==> config.mk <==
export PLATFORM = sky130hd
export DESIGN_NAME = ahb_bist_master
export DESIGN_NICKNAME = d
export VERILOG_FILES = /design/src/rtl/ahb_bist_pkg.sv /design/src/rtl/ahb_bist_patgen.sv /design/src/rtl/ahb_bist_master.sv
export SDC_FILE = /design/constraint.sdc
export NUM_CORES = 1
export LEC_CHECK = 0
export ABC_AREA = 1
export BUFFER_PORTS_ARGS = -buffer_cell sky130_fd_sc_hd__buf_2
export CORE_MARGIN = 8
export CORE_UTILIZATION = 36
export DETAILED_ROUTE_END_ITERATION = 10
export GPL_TIMING_DRIVEN = 0
export PLACE_DENSITY_LB_ADDON = 0.25
export SLEW_MARGIN = 5
export SYNTH_ARGS = -nofsm -noshare
export SYNTH_HDL_FRONTEND = slang
export SYNTH_SLANG_ARGS = --single-unit
==> constraint.sdc <==
create_clock -name hclk_i -period 16.66 [get_ports hclk_i]
set_input_delay 1.666 -clock hclk_i [delete_from_list [all_inputs] [get_ports hclk_i]]
set_output_delay 1.666 -clock hclk_i [all_outputs]
set_load 0.02 [all_outputs]
==> src/rtl/ahb_bist_pkg.sv <==
// Shared encodings for the AHB BIST master: bus constants, mode/pattern codes,
// FSM states and the pattern LFSR step.
package ahb_bist_pkg;

    localparam logic [1:0] HTRANS_IDLE   = 2'b00;
    localparam logic [1:0] HTRANS_BUSY   = 2'b01;
    localparam logic [1:0] HTRANS_NONSEQ = 2'b10;
    localparam logic [1:0] HTRANS_SEQ    = 2'b11;

    localparam logic [2:0] HBURST_SINGLE = 3'b000;
    localparam logic [2:0] HBURST_INCR4  = 3'b011;

    localparam logic [2:0] HSIZE_WORD    = 3'b010;
    localparam logic [3:0] HPROT_DEFAULT = 4'b0011;

    localparam logic [31:0] LFSR_POLY    = 32'h8020_0003;

    typedef enum logic [1:0] {
        MODE_WRITE = 2'd0,
        MODE_READ  = 2'd1,
        MODE_WRCHK = 2'd2,
        MODE_RSVD  = 2'd3
    } mode_t;

    typedef enum logic [1:0] {
        PAT_ADDR  = 2'd0,
        PAT_NADDR = 2'd1,
        PAT_CONST = 2'd2,
        PAT_LFSR  = 2'd3
    } pat_t;

    typedef enum logic [2:0] {
        S_IDLE,
        S_ADDR,
        S_DRAIN,
        S_TURN,
        S_DONE
    } state_t;

    // Right-shifting Galois step.
    function automatic logic [31:0] lfsr_next(input logic [31:0] s);
        return s[0] ? ((s >> 1) ^ LFSR_POLY) : (s >> 1);
    endfunction

endpackage

==> src/rtl/ahb_bist_patgen.sv <==
// Pattern stream generator: one word per advance, derived from the word's
// byte address, the seed, or a free-running LFSR.
module ahb_bist_patgen
    import ahb_bist_pkg::*;
#(
    parameter int ADDR_BITS = 12
) (
    input  logic                 clk,
    input  logic                 rst,
    input  logic                 load,
    input  logic                 adv,
    input  pat_t                 pat_sel,
    input  logic [31:0]          seed,
    input  logic [ADDR_BITS-1:0] addr,
    output logic [31:0]          data
);

    pat_t        pat_q;
    logic [31:0] seed_q;
    logic [31:0] lfsr_q;

    always_ff @(posedge clk or posedge rst) begin
        if (rst) begin
            pat_q  <= PAT_ADDR;
            seed_q <= '0;
            lfsr_q <= 32'd1;
        end else if (load) begin
            pat_q  <= pat_sel;
            seed_q <= seed;
            lfsr_q <= (seed == '0) ? 32'd1 : seed;
        end else if (adv) begin
            lfsr_q <= lfsr_next(lfsr_q);
        end
    end

    always_comb begin
        data = '0;
        case (pat_q)
            PAT_ADDR:  data = 32'(addr);
            PAT_NADDR: data = ~32'(addr);
            PAT_CONST: data = seed_q;
            PAT_LFSR:  data = lfsr_q;
        endcase
    end

endmodule

==> src/rtl/ahb_bist_master.sv <==
// AHB-Lite BIST master: fills a word range with a pattern and/or read-checks it,
// reporting mismatch count, first failing address and bus errors.
module ahb_bist_master
    import ahb_bist_pkg::*;
#(
    parameter int ADDR_BITS  = 12,
    parameter int DATA_WIDTH = 32,
    parameter int LEN_BITS   = 11
) (
    input  logic                  hclk_i,
    input  logic                  hrst_i,
    input  logic                  start_i,
    input  logic [1:0]            mode_i,
    input  logic [1:0]            pat_sel_i,
    input  logic [DATA_WIDTH-1:0] seed_i,
    input  logic [ADDR_BITS-1:0]  base_addr_i,
    input  logic [LEN_BITS-1:0]   len_words_i,
    output logic                  busy_o,
    output logic                  done_o,
    output logic                  err_o,
    output logic                  bus_err_o,
    output logic [15:0]           err_cnt_o,
    output logic [ADDR_BITS-1:0]  first_err_addr_o,
    output logic                  hsel_o,
    output logic [ADDR_BITS-1:0]  haddr_o,
    output logic [1:0]            htrans_o,
    output logic [2:0]            hburst_o,
    output logic [2:0]            hsize_o,
    output logic [3:0]            hprot_o,
    output logic                  hwrite_o,
    output logic [DATA_WIDTH-1:0] hwdata_o,
    input  logic                  hready_i,
    input  logic [DATA_WIDTH-1:0] hrdata_i,
    input  logic                  hresp_i
);

    state_t                state;
    mode_t                 mode_q;
    pat_t                  pat_q;
    logic [31:0]           seed_q;
    logic [ADDR_BITS-1:0]  base_q;
    logic [LEN_BITS-1:0]   len_q;
    logic [LEN_BITS-1:0]   addr_left;
    logic [1:0]            beat_left;
    logic                  dp_valid;
    logic                  dp_write;
    logic [ADDR_BITS-1:0]  dp_addr;

    logic                  start_go, gen_load, accept, dp_done, bus_error;
    logic                  rd_check, mismatch, wr_adv;
    pat_t                  gen_pat;
    logic [31:0]           gen_seed, wdata, exp_data;
    logic [ADDR_BITS-1:0]  base_word, next_addr;
    logic [LEN_BITS-1:0]   next_left;
    mode_t                 start_mode;

    assign hsize_o = HSIZE_WORD;
    assign hprot_o = HPROT_DEFAULT;

    function automatic logic use_incr4(input logic [ADDR_BITS-1:0] a,
                                       input logic [LEN_BITS-1:0]  rem);
        return (a[3:0] == 4'd0) && (rem >= LEN_BITS'(4));
    endfunction

    always_comb begin
        start_go   = (state == S_IDLE) && start_i;
        gen_load   = start_go || (state == S_TURN);
        gen_pat    = start_go ? pat_t'(pat_sel_i) : pat_q;
        gen_seed   = start_go ? seed_i : seed_q;
        accept     = (state == S_ADDR) && hready_i;
        wr_adv     = accept && hwrite_o;
        dp_done    = dp_valid && hready_i;
        bus_error  = dp_valid && hresp_i && !hready_i;
        rd_check   = dp_done && !dp_write;
        mismatch   = rd_check && (hrdata_i != exp_data);
        base_word  = {base_addr_i[ADDR_BITS-1:2], 2'b00};
        start_mode = (mode_i == MODE_RSVD) ? MODE_WRITE : mode_t'(mode_i);
        next_addr  = haddr_o + ADDR_BITS'(4);
        next_left  = addr_left - 1'b1;
    end

    // Write stream follows accepted address phases; expected stream follows
    // completed read data phases, so both advance in word order.
    ahb_bist_patgen #(.ADDR_BITS(ADDR_BITS)) u_wgen (
        .clk     (hclk_i),
        .rst     (hrst_i),
        .load    (gen_load),
        .adv     (wr_adv),
        .pat_sel (gen_pat),
        .seed    (gen_seed),
        .addr    (haddr_o),
        .data    (wdata)
    );

    ahb_bist_patgen #(.ADDR_BITS(ADDR_BITS)) u_rgen (
        .clk     (hclk_i),
        .rst     (hrst_i),
        .load    (gen_load),
        .adv     (rd_check),
        .pat_sel (gen_pat),
        .seed    (gen_seed),
        .addr    (dp_addr),
        .data    (exp_data)
    );

    always_ff @(posedge hclk_i or posedge hrst_i) begin
        if (hrst_i) begin
            state            <= S_IDLE;
            mode_q           <= MODE_WRITE;
            pat_q            <= PAT_ADDR;
            seed_q           <= '0;
            base_q           <= '0;
            len_q            <= '0;
            addr_left        <= '0;
            beat_left        <= '0;
            dp_valid         <= 1'b0;
            dp_write         <= 1'b0;
            dp_addr          <= '0;
            busy_o           <= 1'b0;
            done_o           <= 1'b0;
            err_o            <= 1'b0;
            bus_err_o        <= 1'b0;
            err_cnt_o        <= '0;
            first_err_addr_o <= '0;
            hsel_o           <= 1'b0;
            haddr_o          <= '0;
            htrans_o         <= HTRANS_IDLE;
            hburst_o         <= HBURST_SINGLE;
            hwrite_o         <= 1'b0;
            hwdata_o         <= '0;
        end else begin
            done_o <= 1'b0;
            if (dp_done)
                dp_valid <= 1'b0;
            if (mismatch) begin
                err_o <= 1'b1;
                if (err_cnt_o != '1)
                    err_cnt_o <= err_cnt_o + 16'd1;
                if (err_cnt_o == '0)
                    first_err_addr_o <= dp_addr;
            end

            case (state)
                S_IDLE: begin
                    if (start_i) begin
                        mode_q           <= start_mode;
                        pat_q            <= pat_t'(pat_sel_i);
                        seed_q           <= seed_i;
                        base_q           <= base_word;
                        len_q            <= len_words_i;
                        err_o            <= 1'b0;
                        bus_err_o        <= 1'b0;
                        err_cnt_o        <= '0;
                        first_err_addr_o <= '0;
                        if (len_words_i == '0) begin
                            state  <= S_DONE;
                            done_o <= 1'b1;
                        end else begin
                            state     <= S_ADDR;
                            busy_o    <= 1'b1;
                            hsel_o    <= 1'b1;
                            haddr_o   <= base_word;
                            htrans_o  <= HTRANS_NONSEQ;
                            hburst_o  <= use_incr4(base_word, len_words_i) ? HBURST_INCR4 : HBURST_SINGLE;
                            beat_left <= use_incr4(base_word, len_words_i) ? 2'd3 : 2'd0;
                            hwrite_o  <= (start_mode != MODE_READ);
                            addr_left <= len_words_i;
                        end
                    end
                end

                S_ADDR, S_DRAIN: begin
                    if (bus_error) begin
                        htrans_o  <= HTRANS_IDLE;
                        hsel_o    <= 1'b0;
                        dp_valid  <= 1'b0;
                        bus_err_o <= 1'b1;
                        err_o     <= 1'b1;
                        busy_o    <= 1'b0;
                        done_o    <= 1'b1;
                        state     <= S_DONE;
                    end else if (state == S_ADDR) begin
                        if (accept) begin
                            dp_valid  <= 1'b1;
                            dp_write  <= hwrite_o;
                            dp_addr   <= haddr_o;
                            if (hwrite_o)
                                hwdata_o <= wdata;
                            addr_left <= next_left;
                            if (next_left == '0) begin
                                htrans_o <= HTRANS_IDLE;
                                state    <= S_DRAIN;
                            end else begin
                                haddr_o <= next_addr;
                                if (beat_left != 2'd0) begin
                                    htrans_o  <= HTRANS_SEQ;
                                    beat_left <= beat_left - 2'd1;
                                end else begin
                                    htrans_o  <= HTRANS_NONSEQ;
                                    hburst_o  <= use_incr4(next_addr, next_left) ? HBURST_INCR4 : HBURST_SINGLE;
                                    beat_left <= use_incr4(next_addr, next_left) ? 2'd3 : 2'd0;
                                end
                            end
                        end
                    end else if (dp_done) begin
                        hsel_o <= 1'b0;
                        if (mode_q == MODE_WRCHK && hwrite_o) begin
                            state <= S_TURN;
                        end else begin
                            state  <= S_DONE;
                            done_o <= 1'b1;
                            busy_o <= 1'b0;
                        end
                    end
                end

                S_TURN: begin
                    state     <= S_ADDR;
                    hsel_o    <= 1'b1;
                    haddr_o   <= base_q;
                    htrans_o  <= HTRANS_NONSEQ;
                    hburst_o  <= use_incr4(base_q, len_q) ? HBURST_INCR4 : HBURST_SINGLE;
                    beat_left <= use_incr4(base_q, len_q) ? 2'd3 : 2'd0;
                    hwrite_o  <= 1'b0;
                    addr_left <= len_q;
                end

                S_DONE: state <= S_IDLE;

                default: state <= S_IDLE;
            endcase
        end
    end

endmodule

## After elaboration in Yosys (flattened, before gate mapping)

Index checks and enable logic that the tools add are counted.

- Word-level logic and storage cells: 214
- Bits of input ports: 96
- Bits in registers: 268
- Output and inout port bits: 90

- Add/sub/neg operators: 4
- Bitwise logic cells: 5
- Magnitude comparators: 3
- Reductions and logical operators: 43
- Equal/unequal tests: 27
- Multiplexer cells: 105

Operator list:

| kind | number |
|---|---|
| 2-to-1 mux 32 bit | 8 |
| one-hot mux 32 bit (4 select lines) | 2 |
| 2-to-1 mux 12 bit | 10 |
| 2-to-1 mux 16 bit | 4 |
| inverter 12 -> 32 bit | 2 |
| 2-to-1 mux 11 bit | 5 |
| 2-to-1 mux 3 bit | 15 |
| 2-to-1 mux 2 bit | 21 |
| one-hot mux 12 bit (3 select lines) | 1 |
| >= comparator 11 x 3 -> 1 bit, second input constant | 3 |
| one-hot mux 11 bit (3 select lines) | 1 |
| logical NOT 32 bit | 1 |
| inequality test 32 bit | 1 |
| 2-to-1 mux 1 bit | 28 |
| logical NOT 11 bit | 2 |
| one-hot mux 3 bit (3 select lines) | 2 |
| adder 16 x 1 -> 16 bit, second input constant | 1 |
| logical NOT 16 bit | 1 |
| inequality test 16 bit, second input constant | 1 |
| inequality test 2 bit, second input constant | 8 |
| inequality test 3 bit, second input constant | 5 |
| AND reduction 5 bit | 3 |
| adder 12 x 3 -> 12 bit, second input constant | 1 |
| logical AND 1 bit | 12 |
| 27 further kinds | 49 |

## Logic depth before layout (Yosys ltp)

Gate-level depths: netlist of run 1.

- Word-level depth: 10
- Depth in mapped cells: 17
- Depth with buffers taken out: 15

## Hierarchy

Synthesis of run 1 repeated with hierarchy kept, for this count alone.

- Cells, all modules: 1913
- Area total of the unflattened synthesis: 15250.9 sq um

Modules (own cells, without submodules):

| module | instances | sequential area each (sq um) | cells each | area each (sq um) |
|---|---|---|---|---|
| ahb_bist_master | 1 | 4103.9 | 1095 | 8476.9 |
| ahb_bist_patgen | 2 | 1652.8 | 409 | 3387.0 |

## Least setup slack after synthesis of run 1

No wires, ideal clock.

- Path kind: input -> register
- Start point: in len_words_i[7]
- End point: reg haddr_o[7]
- Required time: 16.530 ns
- Slack: 13.610 ns
- Data arrival time: 2.919 ns
- Cell stages on the path: 11
- Setup time: 0.130 ns
- Path buffers: 1
- Path through: nor3_1 -> nand4_1 -> nor3_1 -> nand2_1 -> nand3_1 -> a21oi_1 -> nand2_1 -> inv_1 -> buf_2 -> o21ai_0 -> o21ai_0

- Longest elaborated chain between the ends: 3

RTL lines:

| what | line | source |
|---|---|---|
| from (decl) | ahb_bist_master.sv:17 | `input logic [LEN_BITS-1:0] len_words_i,` |
| logical NOT 11 bit | ahb_bist_master.sv:155 | `if (len_words_i == '0) begin` |
| inequality test 2 bit (no line) | - |  |
| AND reduction 7 bit (no line) | - |  |
| to (signal assigned) | ahb_bist_master.sv:162 | `haddr_o <= base_word;` |
| to (signal assigned) | ahb_bist_master.sv:194 | `haddr_o <= next_addr;` |
| to (signal assigned) | ahb_bist_master.sv:220 | `haddr_o <= base_q;` |
| to (decl) | ahb_bist_master.sv:25 | `output logic [ADDR_BITS-1:0] haddr_o,` |

No other way between the ends.
A chain may end at the register's enable or synchronous reset.

## Worst setup path after layout of run 1

- Start point: in hready_i
- End point: reg hwdata_o[28]

- Longest elaborated chain between the ends: 4
- Elaborated cells on any way between the ends: 5
- Those cells by class: 1 x bitwise; 4 x reduce/logical

RTL lines:

| what | line | source |
|---|---|---|
| from (decl) | ahb_bist_master.sv:32 | `input logic hready_i,` |
| logical NOT 1 bit | ahb_bist_master.sv:73 | `bus_error = dp_valid && hresp_i && !hready_i;` |
| logical AND 1 bit | ahb_bist_master.sv:73 |  |
| inverter 1 bit (no line) | - |  |
| AND reduction 5 bit (no line) * | - |  |
| to (signal assigned) | ahb_bist_master.sv:188 | `hwdata_o <= wdata;` |
| to (decl) | ahb_bist_master.sv:31 | `output logic [DATA_WIDTH-1:0] hwdata_o,` |

Mark *: on every way between the ends. The rest lies on a longest branch, timed or not.

==> results by group, run 1 <==
STA
  • RSZ-0062 raised after global routing: no
  • Clock Skews: 0.0306 ns
  • Tcrit/Tclk final: 0.221
  • Actual slew at the worst max-slew pin: approximately 0.81 ns
  • Final min period: 3.68 ns
  • Max Freq: about 270 MHz
  • Fin. Hold Viols: 0
  • Slew margin rel.: 0.453
  • # setup viols final: 0
  • Setup TNS after final layout: 0 ns
  • Slew Limit Fails: 0

Worst setup path
  • Worst setup EP type: register
  • Worst r2r path cells: 10
  • Kind of critical path: input port to register
  • Worst path cell trace: buf_2 > inv_1 > nor2_1 > inv_1 > nor2_1 > inv_1 > clkbuf_1 > clkbuf_1 > nand2_1 > nand2_1
  • Worst path bufs/invs: 6
  • CP max stage cell: nor2_1
  • CP peak stage delay: 0.54 ns
  • Most frequent CP cell: inv_1
  • RR Endpoint: hwdata_o[28]
  • Arr. time, crit path: 4.14 ns
  • Crit Reg-Reg Startpoint: state[2]
  • Startpoint Class: input port
  • Worst-path maximum fanout: 10
  • R2r setup slk: about 14 ns
  • Top delay family on crit path: buffers and inverters
  • WP data required: ~17 ns

Synth
  • Synth cell types: 48
  • Synthesized area: ~14000 um2
  • Top cells by area, synth: dfrtp_1 46%, nand2_1 14%, o21ai_0 9.6%, inv_1 6.7%, nor2_1 4.8%
  • Post-synth top cells: 522 x nand2_1, 270 x o21ai_0, 260 x dfrtp_1, 249 x inv_1, 181 x nor2_1
  • Syn avg cell area: ~7.4 um2
  • Yosys top cell area share: 0.464
  • Count leader, synth: nand2_1
  • Post-synthesis cell count: around 1.9k
  • Number of synthesized flops with an enable pin: 0
  • Ys flop type: dfrtp_1
  • Fraction of registers with async set/reset: 1.00
  • Synth warn: 0
  • Area leader, netlist: dfrtp_1
  • #FFs+latches synth: between 200 and 300
  • Seq/Total Area, Yosys: 0.468

Pwr
  • Leak: approximately 8.6 nW
  • VDD IR-drop max: roughly 96 uV
  • Pwr/cell area: 211 nW/um2
  • Total power: between 3 and 4 mW

Floorplan
  • Die height: about 210 um
  • Row Count: between 70 and 80
  • Die area: around 46000 um2
  • Initial core utilization: 0.364
  • CORE AREA: a little under 40000 um2
  • # IOs: ~190
  • Die width: between 200 and 250 um

Global routing
  • All-Layer GR Usage: 0.216
  • Initial antenna violation count: 2
  • Pin count of the biggest net entering global routing: around 120
  • First-pass GRT wire length: 77.2 mm
  • Grt total ovfl: 0
  • Vias in the first global route: about 13k

Finish
  • Nets: about 2.2k
  • Share of cells above drive strength 1: 0.128
  • Area Overhead vs Synth: 18.8%

Clock network
  • CTS tree: built
  • # hold bufs at CTS: 0
  • Postcts setup bufs: 0
  • Post-cts sizing count: 0
  • Root Buffer: clkbuf_16
  • Worst-Skew Late Latency: around 0.59 ns
  • Clk pin slew, worst setup/hold paths: about 0.060 ns
  • CTS Buffer Depth: 3
  • H-tree depth: 1
  • CTS Buf Count: 31
  • Clock sink total: 262

Drt
  • Wire per inst: approximately 19 um
  • Vias/cell: a little over 5
  • Vias: approximately 14k
  • Initial drt markers: 1191
  • WL final: just under 50 mm
  • Pre-antenna DRT Iters: 5
  • DRC violations left: 0
  • ANT nets after route: 0

Min path
  • Worst hold start: hwdata_o[16]
  • Hold WC Path Type: register to register
  • Hold endpoint: hwdata_o[16]
  • Hold path cells: 2

Place
  • Routability cong.: roughly 0.93
  • Placed wire-length estimate: around 38 mm
  • PortBufs: about 170

Job
  • Max Cap Violations: 0

Status
  • Run status: completed
-- report_power, final --
group	leakage (nW)	total, mW	switching (mW)	internal, mW
clock	0.512	0.690	0.275	0.415
combinational	4.86	1.69	1.18	0.510
sequential	3.21	1.13	0.196	0.932
-- metal layers --
metal / global-route usage / wire [um] / part of all wire
met5: 0 / 13 / 0.00026
met3: 0.0329 / 3320 / 0.067
met2: 0.374 / 23900 / 0.48
met1: 0.273 / 20600 / 0.42
met4: 0.0733 / 1610 / 0.033
-- how the worst max path moves through the flow --
| stage | from | end | depth (start not counted) |
|---|---|---|---|
| floorplan | hrst_i | addr_left[0] | 1 |
| global placement | hrst_i | addr_left[7] | 2 |
| detailed placement | hready_i | hwdata_o[28] | 10 |
| CTS | hready_i | hwdata_o[0] | 10 |
| global route | hready_i | hwdata_o[27] | 10 |
| finish | hready_i | hwdata_o[28] | 10 |
-- layout make-up --
cell class,count,area (um2)
fillers,4040,21900
inverters,254,963
well taps,518,648
plain buffers,99,490
flip-flops and latches,262,6560
repair buffers,175,921
multi-input cells,1300,6050
clock buffers,49,943
clock inverters,7,88.8
diodes,1,2.50
-- cell usage in the layout (no fill, tap or decap), drive strengths merged, types with 3 or more instances in the layout --
| master | n |
|---|---|
| o2111ai | 5 |
| a31oi | 3 |
| conb | 10 |
| a2bb2oi | 8 |
| buf | 211 |
| o21ai | 279 |
| ha | 6 |
| nand3b | 13 |
| clkinv | 6 |
| xor2 | 24 |
| a22oi | 12 |
| o211ai | 5 |
| clkbuf | 112 |
| a21oi | 51 |
| nand4 | 24 |
| nor2 | 185 |
| dfrtp | 260 |
| o221ai | 8 |
| nand2 | 525 |
| inv | 253 |
| nor3 | 23 |
| nand3 | 101 |
| nor4 | 5 |
-- registers in the layout (all words and copies together) (netlist names), 12 cells and up --
signal and count:
err_cnt_o 16, first_err_addr_o 12, hwdata_o 32, seed_q 32, u_rgen.lfsr_q 32, u_wgen.lfsr_q 32
u_wgen.seed_q 32
-- worst reg2reg max path, stage by stage, from the launching register on --
cell and delay [ns]:
dfrtp_1 0.44, nor2_1 0.16, nand2_1 0.11, nor2_1 0.31
inv_1 0.16, nor2_1 0.54, inv_1 0.21, clkbuf_1 0.38
clkbuf_1 0.47, nand2_1 0.16, nand2_1 0.07
-- metrics by stage --
stage               utilization  worst slack [ns]  hold WS, ns  cells  area, um2
detailed placement        0.405             12.41        0.454   2608      15600
finish                    0.432             12.98        0.464   2665      16700
CTS                       0.432             13.02        0.469   2664      16700
global route              0.432             12.72        0.493   2665      16700
floorplan                     -              7.79        0.445   1915      14100
global placement          0.404              4.43        0.448   2606      15600
-- cells by family (layout without fill, tap and decap cells) --
group                      Yosys count  count (layout)  share of synthesized area
and+or+nand+nor                    880             880                      0.262
adders and majority gates            6               6                    0.00535
xor gates and xnor gates            25              25                     0.0156
muxes                                1               1                   0.000714
buffers and inverters              353             584                      0.103
AOI/OAI and AO/OA                  378             378                      0.145
other                                2              11                   0.000535
DFF                                262             262                      0.468
(Power assumes the default switching activity.)
==> run 2: changes to the inputs <==
clock period = 3.5 ns   (was 16.66 ns; I/O delays follow)
==> results by group, run 2 (synthesis results as in run 1) <==
Status
  • Run status: completed

STA
  • Final min period: 3.06 ns
  • Clock Skews: 0.0269 ns (-0.00366 ns)
  • Min Hold Slack: 0.0387 ns (-0.425 ns)
  • Max Freq: approximately 330 MHz
  • # setup viols final: 0 (unchanged)
  • Fin. Hold Viols: 0 (unchanged)
  • Slew margin rel.: 0.439 (-0.0139)
  • Actual slew at the worst max-slew pin: 0.835 ns (+0.0207 ns)
  • Slew Limit Fails: 0 (unchanged)
  • RSZ-0062 raised after global routing: no
  • Tcrit/Tclk final: 0.873

Pwr
  • Combinational share of power: 0.478 (-0.004)
  • Switching power: 7.93 mW (+380%)
  • Leak: 8.65 nW (+0.73%)
  • Clk pwr share: 0.202 (+0.005)
  • Flop pwr share: 0.319 (-0.002)
  • Sw frac: 0.470 (-0.00144)
  • Pwr/cell area: 1000 nW/um2 (+380%)
  • Int Pwr: 8.95 mW (+380%)
  • Total power: 16.9 mW (+380%)
  • VDD IR-drop max: 520 uV (+440%)

Clock network
  • CTS Buf Count: 31 (unchanged)
  • Root Buffer: clkbuf_16
  • CTS tree: built
  • H-tree depth: 1 (unchanged)
  • CTS Buffer Depth: 3 (unchanged)
  • Post-cts sizing count: 0 (unchanged)
  • Clock sink total: 262 (unchanged)
  • Clk pin slew, worst setup/hold paths: 0.06 ns (about the same)
  • Worst-Skew Late Latency: 0.59 ns (about the same)

Drt
  • Met3 wire len: 3.24 mm (-2.4%)
  • ANT nets after route: 0 (unchanged)
  • Vias/cell: 5.04 (-0.80%)
  • Wire per inst: 18.6 um (+0.50%)
  • Met1 wire length: 20.4 mm (-0.93%)
  • Vias: 13.5k (-0.50%)
  • DRC violations left: 0 (unchanged)
  • Met2 wire len: 24.4 mm (+2.0%)
  • WL final: 49.8 mm (+0.80%)
  • Max Used Layer: met5
  • Pre-antenna DRT Iters: 6 (+1)
  • Initial drt markers: 1152 (-3.3%)

Global routing
  • All-Layer GR Usage: 0.216 (-0.000263)
  • First-pass GRT wire length: 76.9 mm (-0.46%)
  • Grt total ovfl: 0 (unchanged)
  • Vias in the first global route: 13.4k (-0.16%)
  • Pin count of the biggest net entering global routing: 40 (-66%)
  • Initial antenna violation count: 3 (+1)

Finish
  • Area Overhead vs Synth: 19.8%
  • Final Instance Count excl. Fillers: 2673 (+0.30%)
  • Most common cell after layout, fill and taps aside: nand2_1
  • Nets: 2231 (+0.27%)
  • Share of cells above drive strength 1: 0.131 (+0.00277)
  • Commonest non-fill, non-tap cells in the layout: 522 x nand2_1, 270 x o21ai_0, 260 x dfrtp_1
  • Filler Cell Count: 4023 (-0.42%)

Place
  • Cells after DPL: 2613 (+0.19%)
  • Placed wire-length estimate: 38.4 mm (+1.3%)
  • Routability cong.: 0.895 (-3.5%)
  • PortBufs: 173 (unchanged)

Worst setup path
  • CP peak stage delay: 0.58 ns (+0.04 ns)
  • Worst path bufs/invs: 4 (-2)
  • WP data required: 3.98 ns (-13.14 ns)
  • CP max stage cell: nor2_1
  • Arr. time, crit path: 3.53 ns (-0.61 ns)
  • Worst setup EP type: register
  • Kind of critical path: register to register
  • Startpoint Class: register
  • Top delay family on crit path: simple AND/OR/NAND/NOR gates
  • Worst path cell trace: nor2_1 > nand2_1 > nor2_1 > inv_1 > nor2_1 > inv_1 > clkbuf_1 > clkbuf_1 > nand2_1 > nand2_1
  • Worst-path maximum fanout: 10 (unchanged)
  • Crit path launch: state[2]
  • Crit Reg-Reg Startpoint: state[2]

Floorplan
  • Die height: 213 um (unchanged)
  • Row Count: 72 (unchanged)
  • Die area: 45500 um2 (unchanged)
  • CORE AREA: 38600 um2 (unchanged)
  • Initial core utilization: 0.364 (unchanged)
  • # IOs: 186 (unchanged)
  • Die width: 213 um (unchanged)

Min path
  • Hold WC Path Type: input port to register
  • Worst hold start: len_words_i[2]

Job
  • Max Cap Violations: 0 (unchanged)
[run 2: worst paths after layout]
path	cells after the start	endpoint	slack [ns]
min in group asynchronous	3	err_cnt_o[15]	0.45
min	3	len_q[2]	0.04
max in group asynchronous	6	u_wgen.lfsr_q[0]	1.84
min reg2reg	2	hwdata_o[17]	0.46
max	10	hwdata_o[13]	0.44
max reg2reg	10	hwdata_o[13]	0.44
[run 2: layout make-up]
| class | instances | area [um2] | share of cell area |
|---|---|---|---|
| tap | 518 | 648 | 0.0386 |
| sequential | 262 | 6560 | 0.390 |
| timing repair buffer | 181 | 1020 | 0.0604 |
| clock inverter | 12 | 179 | 0.0106 |
| buffer | 99 | 490 | 0.0292 |
| multi-input combinational | 1300 | 6050 | 0.360 |
| antenna | 1 | 2.50 | 0.000149 |
| clock buffer | 46 | 902 | 0.0537 |
| inverter | 254 | 960 | 0.0571 |
[run 2: worst register-to-register path, stage by stage (launching register included)]
cell	delay, ns
dfrtp_1	0.44
nor2_1	0.16
nand2_1	0.10
nor2_1	0.29
inv_1	0.16
nor2_1	0.58
inv_1	0.23
clkbuf_1	0.35
clkbuf_1	0.44
nand2_1	0.16
nand2_1	0.06
[run 2: power by group through the flow]
stage	Combinational (mW)	Sequential [mW]	Clock, mW
floorplan	5.05	5.49	0
global placement	7.86	5.39	0
detailed placement	8.01	5.40	0
CTS	8.06	5.37	3.49
global route	9.01	5.54	3.60
finish	8.07	5.39	3.42
[run 2: what timing repair did]
action	CTS	global route
endpoints found under the hold margin	30	0
hold buffers	1	0
setup buffers	0	0
[run 2: routing by layer]
metal | vias up | global-route usage
met5 | - | 0
met4 | 4 | 0.0740
met3 | 102 | 0.0360
met2 | 466 | 0.378
met1 | 6373 | 0.267
li1 | 6526 | -
[run 2: per-stage QoR]
step | area, um2 | util | TNS, ns | setup slack [ns]
after floorplan | 14100 | - | -79.02 | -0.304
after global placement | 15600 | 0.404 | -538.87 | -2.11
after detailed placement | 15700 | 0.408 | 0 | 0.478
after CTS | 16800 | 0.436 | 0 | 0.473
after global routing | 16800 | 0.436 | 0 | 0.0699
final | 16800 | 0.436 | 0 | 0.444
==> run 3: changes to the inputs <==
REMOVE_ABC_BUFFERS = 1   (was unset)
==> results by group, run 3 (synthesis results as in run 1) <==
Status
  • Run status: completed

STA
  • RSZ-0062 raised after global routing: no
  • # setup viols final: 0 (unchanged)
  • Actual slew at the worst max-slew pin: 0.944 ns (+0.109 ns)
  • Tcrit/Tclk final: 0.935 (+0.0618)
  • Max Freq: 306 MHz (-6.6%)
  • Clock Skews: 0.0221 ns (-0.00484 ns)
  • Slew Limit Fails: 0 (unchanged)
  • Final min period: 3.27 ns (+0.216 ns)
  • Fin. Hold Viols: 0 (unchanged)
  • Slew margin rel.: 0.370 (-0.0694)

Worst setup path
  • Crit Reg-Reg Startpoint: state[2]
  • Startpoint Class: register
  • Worst-path maximum fanout: 76 (+66)
  • Worst setup EP type: register
  • Kind of critical path: register to register
  • Arr. time, crit path: 3.76 ns (+0.23 ns)
  • RR Endpoint: u_wgen.lfsr_q[22]
  • R2r setup slk: 0.23 ns (-0.22 ns)
  • Worst r2r path cells: 10 (unchanged)
  • WP data required: 3.99 ns (about the same)

Clock network
  • CTS Buf Count: 31 (unchanged)
  • Clock sink total: 262 (unchanged)
  • Clk pin slew, worst setup/hold paths: 0.06 ns (about the same)
  • Root Buffer: clkbuf_16
  • Worst-Skew Late Latency: 0.58 ns (about the same)
  • CTS tree: built
  • H-tree depth: 1 (unchanged)
  • CTS Buffer Depth: 3 (unchanged)

Drt
  • Initial drt markers: 825 (-28%)
  • ANT nets after route: 0 (unchanged)
  • Vias/cell: 4.94 (-2.0%)
  • WL final: 43.0 mm (-14%)
  • Vias: 12.7k (-5.4%)
  • Wire per inst: 16.6 um (-11%)
  • Pre-antenna DRT Iters: 5 (-1)
  • DRC violations left: 0 (unchanged)

Place
  • Placed wire-length estimate: 29.2 mm (-24%)
  • Routability cong.: 0.872 (-2.6%)
  • Cell Area, Placed: 15300 um2 (-2.7%)
  • PortBufs: 173 (unchanged)

Finish
  • Layout Utilization: 0.426 (-0.00990)
  • Nets: 2141 (-4.0%)
  • Commonest non-fill, non-tap cells in the layout: 519 x nand2_1, 270 x o21ai_0, 258 x dfrtp_1
  • Most common cell after layout, fill and taps aside: nand2_1
  • Design Area, Final: 16400 um2 (-2.3%)
  • Antenna Diode Count: 0 (-1)
  • Area Overhead vs Synth: 17.1%
  • Share of cells above drive strength 1: 0.127 (-0.00440)
  • Filler Cell Count: 4014 (-0.22%)

Floorplan
  • # IOs: 186 (unchanged)
  • Initial core utilization: 0.364 (unchanged)
  • Die area: 45500 um2 (unchanged)
  • CORE AREA: 38600 um2 (unchanged)
  • Die height: 213 um (unchanged)
  • Die width: 213 um (unchanged)
  • Row Count: 72 (unchanged)

Global routing
  • Grt total ovfl: 0 (unchanged)
  • Initial antenna violation count: 2 (-1)
  • Pin count of the biggest net entering global routing: 120 (+200%)
  • Most Crowded Layer GR: met2
  • Met1 Track Usage GR: 0.246 (-0.0216)
  • GRT met3 Usage: 0.0400 (+0.00409)
  • First-pass GRT wire length: 68.6 mm (-11%)
  • Vias in the first global route: 12.6k (-6.0%)
  • Grt met2 use: 0.313 (-0.0648)
  • All-Layer GR Usage: 0.187 (-0.0287)

Pwr
  • Pwr/cell area: 967 nW/um2 (-3.7%)
  • VDD IR-drop max: 419 uV (-19%)
  • Leak: 8.42 nW (-2.6%)

Min path
  • Hold path cells: 3 (unchanged)
  • Hold WC Path Type: input port to register
  • Hold endpoint: pat_q[0]
  • Worst hold start: pat_sel_i[0]

Job
  • Max Cap Violations: 0 (unchanged)
run 3: how the worst max path moves through the flow:
stage	slack, ns	endpoint	start
finish	0.23	u_wgen.lfsr_q[22]	state[2]
global route	0.04	u_wgen.lfsr_q[26]	state[2]
CTS	0.04	first_err_addr_o[5]	u_rgen.pat_q[0]
detailed placement	-0.66	haddr_o[9]	state[0]
global placement	-7.58	len_q[9]	hrst_i
floorplan	-4.06	addr_left[0]	hrst_i
run 3: where the power goes:
part / total [mW] / leakage, nW / internal, mW / switching [mW]
Sequential: 5.39 / 3.21 / 4.44 / 0.947
Clock: 3.12 / 0.476 / 1.84 / 1.28
Combinational: 7.37 / 4.73 / 2.35 / 5.02
Total: 15.9 / 8.42 / 8.63 / 7.25
run 3: stage by stage:
stage          hold WS (ns)  setup TNS (ns)  cells  setup WS (ns)  power (mW)
2_1_floorplan         0.445        -1166.05   1816          -4.06        10.2
3_3_place_gp          0.450        -2548.93   2507          -7.58        12.4
3_5_place_dp          0.454          -45.33   2515         -0.664        12.7
4_1_cts              0.0104               0   2579         0.0390        16.0
5_1_grt              0.0237               0   2581         0.0359        17.3
6_report             0.0225               0   2581          0.228        15.9
run 3: final cells by class:
cell class	instances	area [um2]	area share
multi-input cells	1301	6130	0.373
clock buffers	56	970	0.0590
clock inverters	1	8.76	0.000533
well taps	518	648	0.0395
flip-flops and latches	262	6570	0.400
inverters	254	971	0.0591
repair buffers	189	1140	0.0692
run 3: critical path, stage by stage (launching register included):
cell	delay [ns]
dfrtp_1	0.43
nor3_4	0.41
nand2_8	0.30
buf_16	0.33
nand2_2	0.38
buf_12	0.26
clkinv_4	0.31
buf_12	0.30
nor2_1	0.19
inv_1	0.10
a22oi_1	0.16
run 3: timing repair:
item / CTS / global route
gates cloned: 1 / 0
hold endpoints to repair: 73 / 0
pin swaps: 1 / 1
gates resized for setup: 8 / 4
setup buffers: 4 / 2
hold buffers: 2 / 0
setup endpoints to repair: 132 / 76
run 3: per-layer routing:
layer	up-vias	share of wire
met4	4	0.021
li1	6357	-
met3	63	0.071
met1	5935	0.44
met5	-	0.00054
met2	388	0.47
